<file path="src/rtl/cp0_regfile_pkg.sv">
// ============================================================================
// Module : cp0_regfile_pkg
// Brief  : CP0 register numbers, exception codes, field indices and write masks.
// Rev    : 1.0  initial release
// ============================================================================
`default_nettype none

package cp0_regfile_pkg;

  localparam logic [4:0] c_reg_badvaddr = 5'd8;
  localparam logic [4:0] c_reg_count    = 5'd9;
  localparam logic [4:0] c_reg_compare  = 5'd11;
  localparam logic [4:0] c_reg_status   = 5'd12;
  localparam logic [4:0] c_reg_cause    = 5'd13;
  localparam logic [4:0] c_reg_epc      = 5'd14;
  localparam logic [4:0] c_reg_prid     = 5'd15;

  localparam logic [31:0] c_exc_none = 32'h00;
  localparam logic [31:0] c_exc_int  = 32'h01;
  localparam logic [31:0] c_exc_adel = 32'h04;
  localparam logic [31:0] c_exc_ades = 32'h05;
  localparam logic [31:0] c_exc_sys  = 32'h08;
  localparam logic [31:0] c_exc_bp   = 32'h09;
  localparam logic [31:0] c_exc_ri   = 32'h0a;
  localparam logic [31:0] c_exc_ov   = 32'h0c;
  localparam logic [31:0] c_exc_trap = 32'h0d;
  localparam logic [31:0] c_exc_eret = 32'h0e;

  localparam logic [4:0] c_exccode_int = 5'h00;

  localparam int c_status_bev = 22;
  localparam int c_status_exl = 1;
  localparam int c_status_ie  = 0;
  localparam int c_cause_bd   = 31;
  localparam int c_cause_ti   = 30;

  localparam logic [31:0] c_status_reset = 32'h0040_0000;
  localparam logic [31:0] c_status_wmask = 32'h0000_ff03;
  localparam logic [31:0] c_cause_wmask  = 32'h0000_0300;

  typedef enum logic [1:0] {
    EXC_KIND_NONE    = 2'd0,
    EXC_KIND_TAKEN   = 2'd1,
    EXC_KIND_ERET    = 2'd2,
    EXC_KIND_UNKNOWN = 2'd3
  } exc_kind_e;

  function automatic exc_kind_e classify(input logic [31:0] exc_type);
    case (exc_type)
      c_exc_none: classify = EXC_KIND_NONE;
      c_exc_eret: classify = EXC_KIND_ERET;
      c_exc_int, c_exc_adel, c_exc_ades, c_exc_sys, c_exc_bp,
      c_exc_ri, c_exc_ov, c_exc_trap: classify = EXC_KIND_TAKEN;
      default:    classify = EXC_KIND_UNKNOWN;
    endcase
  endfunction

  // Interrupts report ExcCode 0; every other taken code maps straight through.
  function automatic logic [4:0] exc_code(input logic [31:0] exc_type);
    exc_code = (exc_type == c_exc_int) ? c_exccode_int : exc_type[4:0];
  endfunction

endpackage

`default_nettype wire

</file>
<file path="src/rtl/cp0_regfile_if.sv">
// ============================================================================
// Module : cp0_regfile_if
// Brief  : Pipeline-to-CP0 bundle: MTC0/MFC0, exception commit, status feedback.
// Rev    : 1.0  initial release
// ============================================================================
`default_nettype none

interface cp0_regfile_if;
  logic        we_i;
  logic [4:0]  waddr_i;
  logic [31:0] wdata_i;
  logic [4:0]  raddr_i;
  logic [31:0] rdata_o;
  logic [5:0]  hw_int_i;
  logic [31:0] exception_type_i;
  logic [31:0] pc_i;
  logic        in_delay_slot_i;
  logic [31:0] bad_vaddr_i;
  logic [31:0] status_o;
  logic [31:0] cause_o;
  logic [31:0] epc_o;
  logic        timer_int_o;
  logic        flush_o;
  logic [31:0] redirect_pc_o;

  modport master (
    output we_i, waddr_i, wdata_i, raddr_i, hw_int_i, exception_type_i,
           pc_i, in_delay_slot_i, bad_vaddr_i,
    input  rdata_o, status_o, cause_o, epc_o, timer_int_o, flush_o, redirect_pc_o
  );

  modport slave (
    input  we_i, waddr_i, wdata_i, raddr_i, hw_int_i, exception_type_i,
           pc_i, in_delay_slot_i, bad_vaddr_i,
    output rdata_o, status_o, cause_o, epc_o, timer_int_o, flush_o, redirect_pc_o
  );
endinterface

`default_nettype wire

</file>
<file path="src/rtl/cp0_regfile_timer.sv">
// ============================================================================
// Module : cp0_regfile_timer
// Brief  : Count/Compare pair with tick divider; TI only when CP0_TIMER_INT_EN.
// Rev    : 1.0  initial release
// ============================================================================
`default_nettype none

module cp0_regfile_timer #(
  parameter int CNT_DIV_LOG2 = 1
) (
  input  wire logic        clk_i,
  input  wire logic        rst_i,
  input  wire logic        count_we_i,
  input  wire logic        compare_we_i,
  input  wire logic [31:0] wdata_i,
  output logic [31:0]      count_o,
  output logic [31:0]      compare_o,
  output logic             ti_o
);

  logic [31:0] r_count;
  logic [31:0] r_compare;
  logic        w_inc;

  generate
    if (CNT_DIV_LOG2 > 0) begin : g_div
      logic [CNT_DIV_LOG2-1:0] r_tick;

      // A Count write restarts the divider so the next increment is a full period away.
      always_ff @(posedge clk_i) begin
        if (rst_i || count_we_i) r_tick <= '0;
        else                     r_tick <= r_tick + 1'b1;
      end

      assign w_inc = &r_tick;
    end else begin : g_nodiv
      assign w_inc = 1'b1;
    end
  endgenerate

  always_ff @(posedge clk_i) begin
    if (rst_i)           r_count <= '0;
    else if (count_we_i) r_count <= wdata_i;
    else if (w_inc)      r_count <= r_count + 32'd1;
  end

  always_ff @(posedge clk_i) begin
    if (rst_i)             r_compare <= '0;
    else if (compare_we_i) r_compare <= wdata_i;
  end

`ifdef CP0_TIMER_INT_EN
  logic r_ti;

  always_ff @(posedge clk_i) begin
    if (rst_i || compare_we_i) r_ti <= 1'b0;
    else if (!count_we_i && w_inc && ((r_count + 32'd1) == r_compare)) r_ti <= 1'b1;
  end

  assign ti_o = r_ti;
`else
  assign ti_o = 1'b0;
`endif

  assign count_o   = r_count;
  assign compare_o = r_compare;

endmodule

`default_nettype wire

</file>
<file path="src/rtl/cp0_regfile.sv">
// ============================================================================
// Module : cp0_regfile
// Brief  : CP0 register file and exception commit point (timer IRQ: CP0_TIMER_INT_EN).
// Rev    : 1.0  initial release
// ============================================================================
`default_nettype none

module cp0_regfile
  import cp0_regfile_pkg::*;
#(
  parameter logic [31:0] PRID         = 32'h0000_4220,
  parameter logic [31:0] EXC_VECTOR   = 32'hbfc0_0380,
  parameter int          CNT_DIV_LOG2 = 1
) (
  input wire logic     clk_i,
  input wire logic     rst_i,
  cp0_regfile_if.slave bus
);

  logic [7:0]  r_status_im;
  logic        r_status_exl;
  logic        r_status_ie;
  logic        r_cause_bd;
  logic [5:0]  r_cause_ip_hw;
  logic [1:0]  r_cause_ip_sw;
  logic [4:0]  r_cause_exccode;
  logic [31:0] r_epc;
  logic [31:0] r_badvaddr;

  exc_kind_e   w_kind;
  logic        w_flush;
  logic        w_mtc0;
  logic        w_ti;
  logic [31:0] w_count;
  logic [31:0] w_compare;
  logic [31:0] w_status;
  logic [31:0] w_cause;
  logic [31:0] w_cur;
  logic [31:0] w_rdata;

  assign w_kind  = classify(bus.exception_type_i);
  assign w_flush = (bus.exception_type_i != c_exc_none);
  // Any flushing instruction squashes a same-cycle MTC0.
  assign w_mtc0  = bus.we_i && !w_flush;

  cp0_regfile_timer #(
    .CNT_DIV_LOG2 (CNT_DIV_LOG2)
  ) u_timer (
    .clk_i        (clk_i),
    .rst_i        (rst_i),
    .count_we_i   (w_mtc0 && (bus.waddr_i == c_reg_count)),
    .compare_we_i (w_mtc0 && (bus.waddr_i == c_reg_compare)),
    .wdata_i      (bus.wdata_i),
    .count_o      (w_count),
    .compare_o    (w_compare),
    .ti_o         (w_ti)
  );

  always_comb begin
    w_status                = c_status_reset;
    w_status[15:8]          = r_status_im;
    w_status[c_status_exl]  = r_status_exl;
    w_status[c_status_ie]   = r_status_ie;
  end

  always_comb begin
    w_cause              = '0;
    w_cause[c_cause_bd]  = r_cause_bd;
    w_cause[c_cause_ti]  = w_ti;
    w_cause[15:10]       = {r_cause_ip_hw[5] | w_ti, r_cause_ip_hw[4:0]};
    w_cause[9:8]         = r_cause_ip_sw;
    w_cause[6:2]         = r_cause_exccode;
  end

  always_comb begin
    case (bus.raddr_i)
      c_reg_badvaddr: w_cur = r_badvaddr;
      c_reg_count:    w_cur = w_count;
      c_reg_compare:  w_cur = w_compare;
      c_reg_status:   w_cur = w_status;
      c_reg_cause:    w_cur = w_cause;
      c_reg_epc:      w_cur = r_epc;
      c_reg_prid:     w_cur = PRID;
      default:        w_cur = '0;
    endcase
  end

  // MFC0 directly behind an MTC0 to the same register sees the value about to land.
  always_comb begin
    w_rdata = w_cur;
    if (bus.we_i && (bus.waddr_i == bus.raddr_i)) begin
      case (bus.raddr_i)
        c_reg_status: w_rdata = (w_cur & ~c_status_wmask) | (bus.wdata_i & c_status_wmask);
        c_reg_cause:  w_rdata = (w_cur & ~c_cause_wmask)  | (bus.wdata_i & c_cause_wmask);
        c_reg_count, c_reg_compare, c_reg_epc: w_rdata = bus.wdata_i;
        default:      w_rdata = w_cur;
      endcase
    end
  end

  always_ff @(posedge clk_i) begin
    if (rst_i) begin
      r_status_im     <= '0;
      r_status_exl    <= 1'b0;
      r_status_ie     <= 1'b0;
      r_cause_bd      <= 1'b0;
      r_cause_ip_hw   <= '0;
      r_cause_ip_sw   <= '0;
      r_cause_exccode <= '0;
      r_epc           <= '0;
      r_badvaddr      <= '0;
    end else begin
      r_cause_ip_hw <= bus.hw_int_i;
      if (w_kind == EXC_KIND_ERET) begin
        r_status_exl <= 1'b0;
      end else if (w_kind == EXC_KIND_TAKEN) begin
        // Nested exceptions keep the original return point.
        if (!r_status_exl) begin
          r_epc      <= bus.in_delay_slot_i ? (bus.pc_i - 32'd4) : bus.pc_i;
          r_cause_bd <= bus.in_delay_slot_i;
        end
        r_status_exl    <= 1'b1;
        r_cause_exccode <= exc_code(bus.exception_type_i);
        if ((bus.exception_type_i == c_exc_adel) || (bus.exception_type_i == c_exc_ades))
          r_badvaddr <= bus.bad_vaddr_i;
      end else if (w_mtc0) begin
        case (bus.waddr_i)
          c_reg_status: begin
            r_status_im  <= bus.wdata_i[15:8];
            r_status_exl <= bus.wdata_i[c_status_exl];
            r_status_ie  <= bus.wdata_i[c_status_ie];
          end
          c_reg_cause: r_cause_ip_sw <= bus.wdata_i[9:8];
          c_reg_epc:   r_epc         <= bus.wdata_i;
          default: ;
        endcase
      end
    end
  end

  assign bus.rdata_o       = w_rdata;
  assign bus.status_o      = w_status;
  assign bus.cause_o       = w_cause;
  assign bus.epc_o         = r_epc;
  assign bus.timer_int_o   = w_ti;
  assign bus.flush_o       = w_flush;
  assign bus.redirect_pc_o = (bus.exception_type_i == c_exc_eret) ? r_epc : EXC_VECTOR;

endmodule

`default_nettype wire

</file>
<file path="src/flat_wrapper.sv">
// flat-port wrapper written by rule: the top's interface ports become plain ports
module cp0_regfile_flat import cp0_regfile_pkg::*;
#(
  parameter logic [31:0] PRID         = 32'h0000_4220,
  parameter logic [31:0] EXC_VECTOR   = 32'hbfc0_0380,
  parameter int          CNT_DIV_LOG2 = 1
)
  (clk_i, rst_i, bus_we_i, bus_waddr_i, bus_wdata_i, bus_raddr_i, bus_hw_int_i, bus_exception_type_i, bus_pc_i, bus_in_delay_slot_i, bus_bad_vaddr_i, bus_rdata_o, bus_status_o, bus_cause_o, bus_epc_o, bus_timer_int_o, bus_flush_o, bus_redirect_pc_o);
  cp0_regfile_if bus_i ();
  input wire logic clk_i;
  input wire logic rst_i;
  input wire logic [$bits(bus_i.we_i)-1:0] bus_we_i;
  input wire logic [$bits(bus_i.waddr_i)-1:0] bus_waddr_i;
  input wire logic [$bits(bus_i.wdata_i)-1:0] bus_wdata_i;
  input wire logic [$bits(bus_i.raddr_i)-1:0] bus_raddr_i;
  input wire logic [$bits(bus_i.hw_int_i)-1:0] bus_hw_int_i;
  input wire logic [$bits(bus_i.exception_type_i)-1:0] bus_exception_type_i;
  input wire logic [$bits(bus_i.pc_i)-1:0] bus_pc_i;
  input wire logic [$bits(bus_i.in_delay_slot_i)-1:0] bus_in_delay_slot_i;
  input wire logic [$bits(bus_i.bad_vaddr_i)-1:0] bus_bad_vaddr_i;
  output wire logic [$bits(bus_i.rdata_o)-1:0] bus_rdata_o;
  output wire logic [$bits(bus_i.status_o)-1:0] bus_status_o;
  output wire logic [$bits(bus_i.cause_o)-1:0] bus_cause_o;
  output wire logic [$bits(bus_i.epc_o)-1:0] bus_epc_o;
  output wire logic [$bits(bus_i.timer_int_o)-1:0] bus_timer_int_o;
  output wire logic [$bits(bus_i.flush_o)-1:0] bus_flush_o;
  output wire logic [$bits(bus_i.redirect_pc_o)-1:0] bus_redirect_pc_o;
  assign bus_i.we_i = bus_we_i;
  assign bus_i.waddr_i = bus_waddr_i;
  assign bus_i.wdata_i = bus_wdata_i;
  assign bus_i.raddr_i = bus_raddr_i;
  assign bus_i.hw_int_i = bus_hw_int_i;
  assign bus_i.exception_type_i = bus_exception_type_i;
  assign bus_i.pc_i = bus_pc_i;
  assign bus_i.in_delay_slot_i = bus_in_delay_slot_i;
  assign bus_i.bad_vaddr_i = bus_bad_vaddr_i;
  assign bus_rdata_o = bus_i.rdata_o;
  assign bus_status_o = bus_i.status_o;
  assign bus_cause_o = bus_i.cause_o;
  assign bus_epc_o = bus_i.epc_o;
  assign bus_timer_int_o = bus_i.timer_int_o;
  assign bus_flush_o = bus_i.flush_o;
  assign bus_redirect_pc_o = bus_i.redirect_pc_o;
  cp0_regfile #(.PRID(PRID), .EXC_VECTOR(EXC_VECTOR), .CNT_DIV_LOG2(CNT_DIV_LOG2)) u_core (.clk_i(clk_i), .rst_i(rst_i), .bus(bus_i));
endmodule
</file>
<file path="config.mk">
export PLATFORM = sky130hd
export DESIGN_NAME = cp0_regfile_flat
export DESIGN_NICKNAME = d
export VERILOG_FILES = /design/src/rtl/cp0_regfile_pkg.sv /design/src/rtl/cp0_regfile_if.sv /design/src/rtl/cp0_regfile_timer.sv /design/src/rtl/cp0_regfile.sv /design/src/flat_wrapper.sv
export SDC_FILE = /design/constraint.sdc
export NUM_CORES = 1
export LEC_CHECK = 0
export ABC_AREA = 0
export BUFFER_PORTS_ARGS = -buffer_cell sky130_fd_sc_hd__buf_4
export CAP_MARGIN = 20
export CORE_MARGIN = 2
export CORE_UTILIZATION = 45
export DETAILED_ROUTE_END_ITERATION = 6
export PLACE_DENSITY = 0.7
export SYNTH_ARGS = -nofsm -noshare
export SYNTH_HDL_FRONTEND = slang
export SYNTH_HIERARCHICAL = 1
export SYNTH_SLANG_ARGS = --single-unit
</file>
<file path="constraint.sdc">
create_clock -name clk_i -period 7.05 [get_ports clk_i]
set_input_delay 0.705 -clock clk_i [delete_from_list [all_inputs] [get_ports clk_i]]
set_output_delay 0.705 -clock clk_i [all_outputs]
set_load 0.05 [all_outputs]
</file>
# Yosys cells after proc, flatten, opt, wreduce, memory -nomap -nowiden
# Memories as Yosys holds them, arrays and structs flattened.
# Index checks and enable logic that the tools add are counted.
# word_totals
ff_bits	153
latchBits	0
mem_bits_rw	0
rom_bits	32
out_inout_bits	162
wordCells	79
mem_count	1
# memory_table
memory	words	width	read_ports	rd_clocked_by_memory_dff	write_ports	line	rtl
(no name shown)	16	2	1	0	0	cp0_regfile_pkg.sv:49	case (exc_type)
# classes
addsub	3
mul	0
div_mod_pow	0
n_lt_le_gt_ge	0
eq_ne	20
n_shift	0
mux	16
bitwise_logic	5
reduce_logical	22
# ops
op	n
two-way mux 32 bit	9
one-hot mux 32 bit (7 select lines)	1
one-hot mux 32 bit (3 select lines)	1
== test 32 x 3 -> 1 bit (second input constant)	2
== test 5 x 4 -> 1 bit (second input constant)	12
adder 32 x 1 -> 32 bit (second input constant)	1
== test 32 x 1 -> 1 bit (second input constant)	1
== test 32 x 4 -> 1 bit (second input constant)	1
OR 32 x 10 -> 32 bit	1
OR 32 x 16 -> 32 bit	1
nonzero test 32 bit	1
subtractor 32 x 3 -> 32 bit (second input constant)	1
logical NOT 28 bit	1
AND reduction 4 bit	3
nonzero test 2 bit	4
AND reduction 3 bit	2
== test 5 bit	1
two-way mux 5 bit	1
logical AND 1 bit	4
AND reduction 2 bit	2
two-way mux 1 bit	3
NOT 1 bit	3
OR reduction 3 bit	1
== test 2 x 1 -> 1 bit (second input constant)	1
other kinds (7)	8

# Depth between registers and ports, before layout
# depth
ltp_word	5
depth_mapped	13
ltp_nobuf	11

# Hierarchy
# The synthesis kept the hierarchy.
# modules_own_cells
module	instances	cells_each	area_per_inst_um2	seq_area_each_um2
cp0_regfile	1	774	6175.9	1761.7
cp0_regfile_timer	1	358	3119.2	1301.2

# Worst setup path before layout
# Ideal clock, no wire load.
# synth_path
kind	input to register
startpoint	input port bus_exception_type_i[14]
endpoint	register u_core.r_epc[16], in the netlist u_core/bus.epc_o[16]
setup_ns	0.101
t_arrival_ns	3.866
required_ns	6.949
setup_slack_ns	3.083
stages	13
path_cell_list	nor4_1 > nand4_1 > nor4_1 > clkbuf_1 > a31o_2 > inv_1 > ha_1 > nor2b_1 > nand4_1 > a21oi_1 > clkbuf_1 > nand2_1 > o41ai_1
# synth_between
elab_chain_len	5
# synth_lines
item	line	rtl
start, declared	flat_wrapper.sv:17	input wire logic [$bits(bus_i.exception_type_i)-1:0] bus_exception_type_i;
logical NOT 28 bit or nonzero test 32 bit (tied branches)	cp0_regfile_pkg.sv:49, cp0_regfile.sv:42	
two-way mux 2 bit or logical NOT 1 bit (tied branches)	cp0_regfile_pkg.sv:49, cp0_regfile.sv:44	
== test 2 x 1 -> 1 bit, or another cell as far along	cp0_regfile.sv:116	end else if (w_kind == EXC_KIND_TAKEN) begin
inequality test 2 bit (no line), or another cell as far along	n/a	
AND reduction 4 bit (no line)	n/a	
end signal, assigned	cp0_regfile.sv:119	r_epc <= bus.in_delay_slot_i ? (bus.pc_i - 32'd4) : bus.pc_i;
end signal, assigned	cp0_regfile.sv:134	c_reg_epc: r_epc <= bus.wdata_i;
end, declared	cp0_regfile.sv:27	logic [31:0] r_epc;
# Several ways; a longest one is shown, not always the timed one.
# A chain may end at the register's enable or synchronous reset.

# Worst setup path in the final report
# layout_path
startpoint	input port bus_exception_type_i[13]
endpoint	register u_core.r_epc[29], in the netlist u_core/bus.epc_o[29]
# The elaborated chain is that of the path after synthesis.

==> metrics.md <==
| Metric | Value |
|---|---|
| Status | completed |
| Peak fanout along the critical path | 68 |
| Endpoint class of the critical path | flip-flop |
| Worst hold slack | 487 ps |
| Fin. max-slew vios | 0 |
| Number of buffers created by CTS | 17 |
| Placed Instances | 1596 |
| Synth Area in XOR/XNOR | 0.0283 |
| Max clock buf depth | 2 |
| Max incr delay on CP | 760 ps |
| Worst-Margin Slew | 1160 ps |
| Row cnt | 52 |
| Post-synthesis compound-gate area fraction | 0.199 |
| Global-route wire length before repair | 51100 um |
| Static Leak | 0.00437 uW |
| Final setup viols | 0 |
| Die Height | 148 um |
| Synthesized area per cell | 8.21 sq um |
| Worst R2R Setup Slack | 4540 ps |
| Final wirelength | 33900 um |
| Clock sinks | 153 |
| ANT nets after route | 0 |
| # IOs | 310 |
| Post-DP HPWL | 25300 um |
| Clk_lat worst skew | 430 ps |
| Crit Path Category | input port to flip-flop |
| Initial antenna violation count | 1 |
| CTS tree | done |
| WP data required | 7420 ps |
| Port Buffers | 268 |
| Synth unique cells | 66 |
| Cells along the critical path | buf_4 -> nor4_1 -> nand4_1 -> nor4_2 -> a31o_2 -> inv_1 -> ha_2 -> buf_4 -> nor2b_1 -> nand4_1 -> a21o_1 -> nor3_1 -> a32o_1 |
| Unrepaired setup endpoints after global routing | false |
| Fin Clk Skew | 5.12 ps |
| DR iter-0 viols | 1092 |
| Largest net degree at the start of global routing | 78 |
| Core area | 0.0202 sq mm |
| Max-cap check violation count | 0 |
| Post-synth ARST share | 0 |
| Startpoint Class | input port |
| Cell count after synthesis | 1132 |
| Ratio of cells with drive above 1 in the final layout | 0.258 |
| Ys flop type | dfxtp_1 |
| Antenna Cells | 0 |
| Post-synthesis mux area share | 0.0995 |
| Setup TNS | 0 ps |
| Most frequent cells in the layout | buf_4, nor2_1, dfxtp_1 |
| VDD IR max | 0.116 mV |
| CTS hold repair buffers | 0 |
| Post-CTS setup repair buffer count | 0 |
| Clock root cell | clkbuf_16 |
| Post-synth EDFFs | 0 |
| Min Tclk post-route | 4130 ps |
| Routability cong. | 0.910 |
| Final Hold Fails | 0 |
| Drt wl/cell | 20.8 um |
| #FFs+latches synth | 153 |
| Overall routing resource usage | 0.301 |
| Initial Util | 0.459 |
| CP arrival | 4500 ps |
| Area Growth Syn to Fin | 27.8% |
| Worst Hold Class | input port to flip-flop |
| Period utilisation layout | 0.586 |
| Leading cell type in the layout, fill and taps excluded | buf_4 |
| Vias | 9819 |
| Overflow after GRT | 0 |
| Synth Warn # | 6 |
| Max Fclk | 242 MHz |
| Hold path cells | 2 |
| Slowest-stage cell, CP | nor3_1 |
| Adder-cell share of the synthesized area | 0.00673 |
| Nets@finish | 1498 |
| Synthesized cell area | 0.00930 sq mm |
| Synth Area in Simple Gates | 0.257 |
| Die ar. | 0.0218 sq mm |
| Seq/Total Area, Yosys | 0.330 |
| Power Dens Cells | 170 mW/mm^2 |
| H-tree levels | 4 |
| First-pass DRT Iterations | 6 |
| Number of global-route vias before repair | 8995 |
| # DRC | 0 |
| CTS resizes | 0 |
| Slew HR | 0.220 |
| R2R cell count | 4 |
| Via density | 6.03 |
| Finished Layout Cells | 1628 |
| Die width | 148 um |
| Largest family of logic cells by synthesized area | simple AND/OR/NAND/NOR gates |
| Clock transition at path regs | 60 ps |
[cell families after synthesis]
| group | Yosys count |
|---|---|
| multiplexers | 92 |
| flip-flops | 153 |
| other | 3 |
| AO/OA/AOI/OAI | 252 |
| buffers and inverters | 141 |
| adder cells (fa/ha/maj) | 5 |
| AND/OR/NAND/NOR | 456 |
| XOR/XNOR | 30 |
[synth_stat cells (26+ instances only)]
library cell  number  share of area
nor2_1           157          0.063
dfxtp_1          153           0.33
mux2i_1           89          0.096
clkbuf_1          59          0.024
buf_4             49          0.040
nand2_1           43          0.017
a22oi_1           42          0.034
nand3_1           34          0.018
nor4_1            33          0.022
a21oi_1           31          0.017
a31oi_1           27          0.018
nand2b_1          26          0.017
[stage by stage]
stage / utilization / total power (uW) / setup slack (ps) / area (sq um)
after detailed placement: 0.558 / 1120 / 2540 / 11300
final: 0.587 / 2020 / 2920 / 11900
after floorplan: - / 1030 / 3080 / 9430
after CTS: 0.587 / 2030 / 2970 / 11900
after global routing: 0.587 / 2080 / 2580 / 11900
after global placement: 0.558 / 1120 / 2580 / 11300
[routing by layer]
| metal | up-vias | wire length (um) | GRT usage |
|---|---|---|---|
| li1 | 4576 | - | - |
| met1 | 4596 | 14400 | 0.420 |
| met2 | 573 | 15300 | 0.458 |
| met3 | 74 | 3130 | 0.0522 |
| met4 | 0 | 1150 | 0.127 |
| met5 | - | 0 | 0 |
[sequential cells by signal (all words and copies together), names as in the netlist, 2 cells and up]
| register | count |
|---|---|
| u_core/bus.epc_o | 32 |
| u_core/r_badvaddr | 32 |
| u_core/u_timer/compare_o | 32 |
| u_core/u_timer/count_o | 32 |
| u_core/r_status_im | 8 |
| u_core/r_cause_ip_hw | 6 |
| u_core/r_cause_exccode | 5 |
| u_core/r_cause_ip_sw | 2 |
[critical path, delay by kind of cell]
kind / cells / cell delay (ps)
buffers and inverters: 3 / 480
adder cells (fa/ha/maj): 1 / 170
AO/OA/AOI/OAI: 3 / 890
AND/OR/NAND/NOR: 6 / 2230
[cell type report]
type                       instances  area [sq um]
fill                            1831          8360
multi-input combinational        875          5700
sequential                       153          3060
timing repair buffer             284          2130
clock buffer                      19           443
tap                              270           338
clock inverter                    13           143
inverter                          14          52.6
[where the power goes]
part	switching, uW	internal [uW]
Clock	382	532
Sequential	6.64	869
Combinational	153	81.1
[worst paths after layout]
kind	from	endpoint
setup reg to reg	u_core/u_timer/count_o[5]	u_core/u_timer/count_o[29]
setup / recovery	bus_exception_type_i[13]	u_core/bus.epc_o[29]
hold / removal	bus_hw_int_i[3]	u_core/r_cause_ip_hw[3]
hold reg to reg	u_core/u_timer/compare_o[6]	u_core/u_timer/compare_o[6]
No activity file was read; power rests on OpenSTA's default activity.
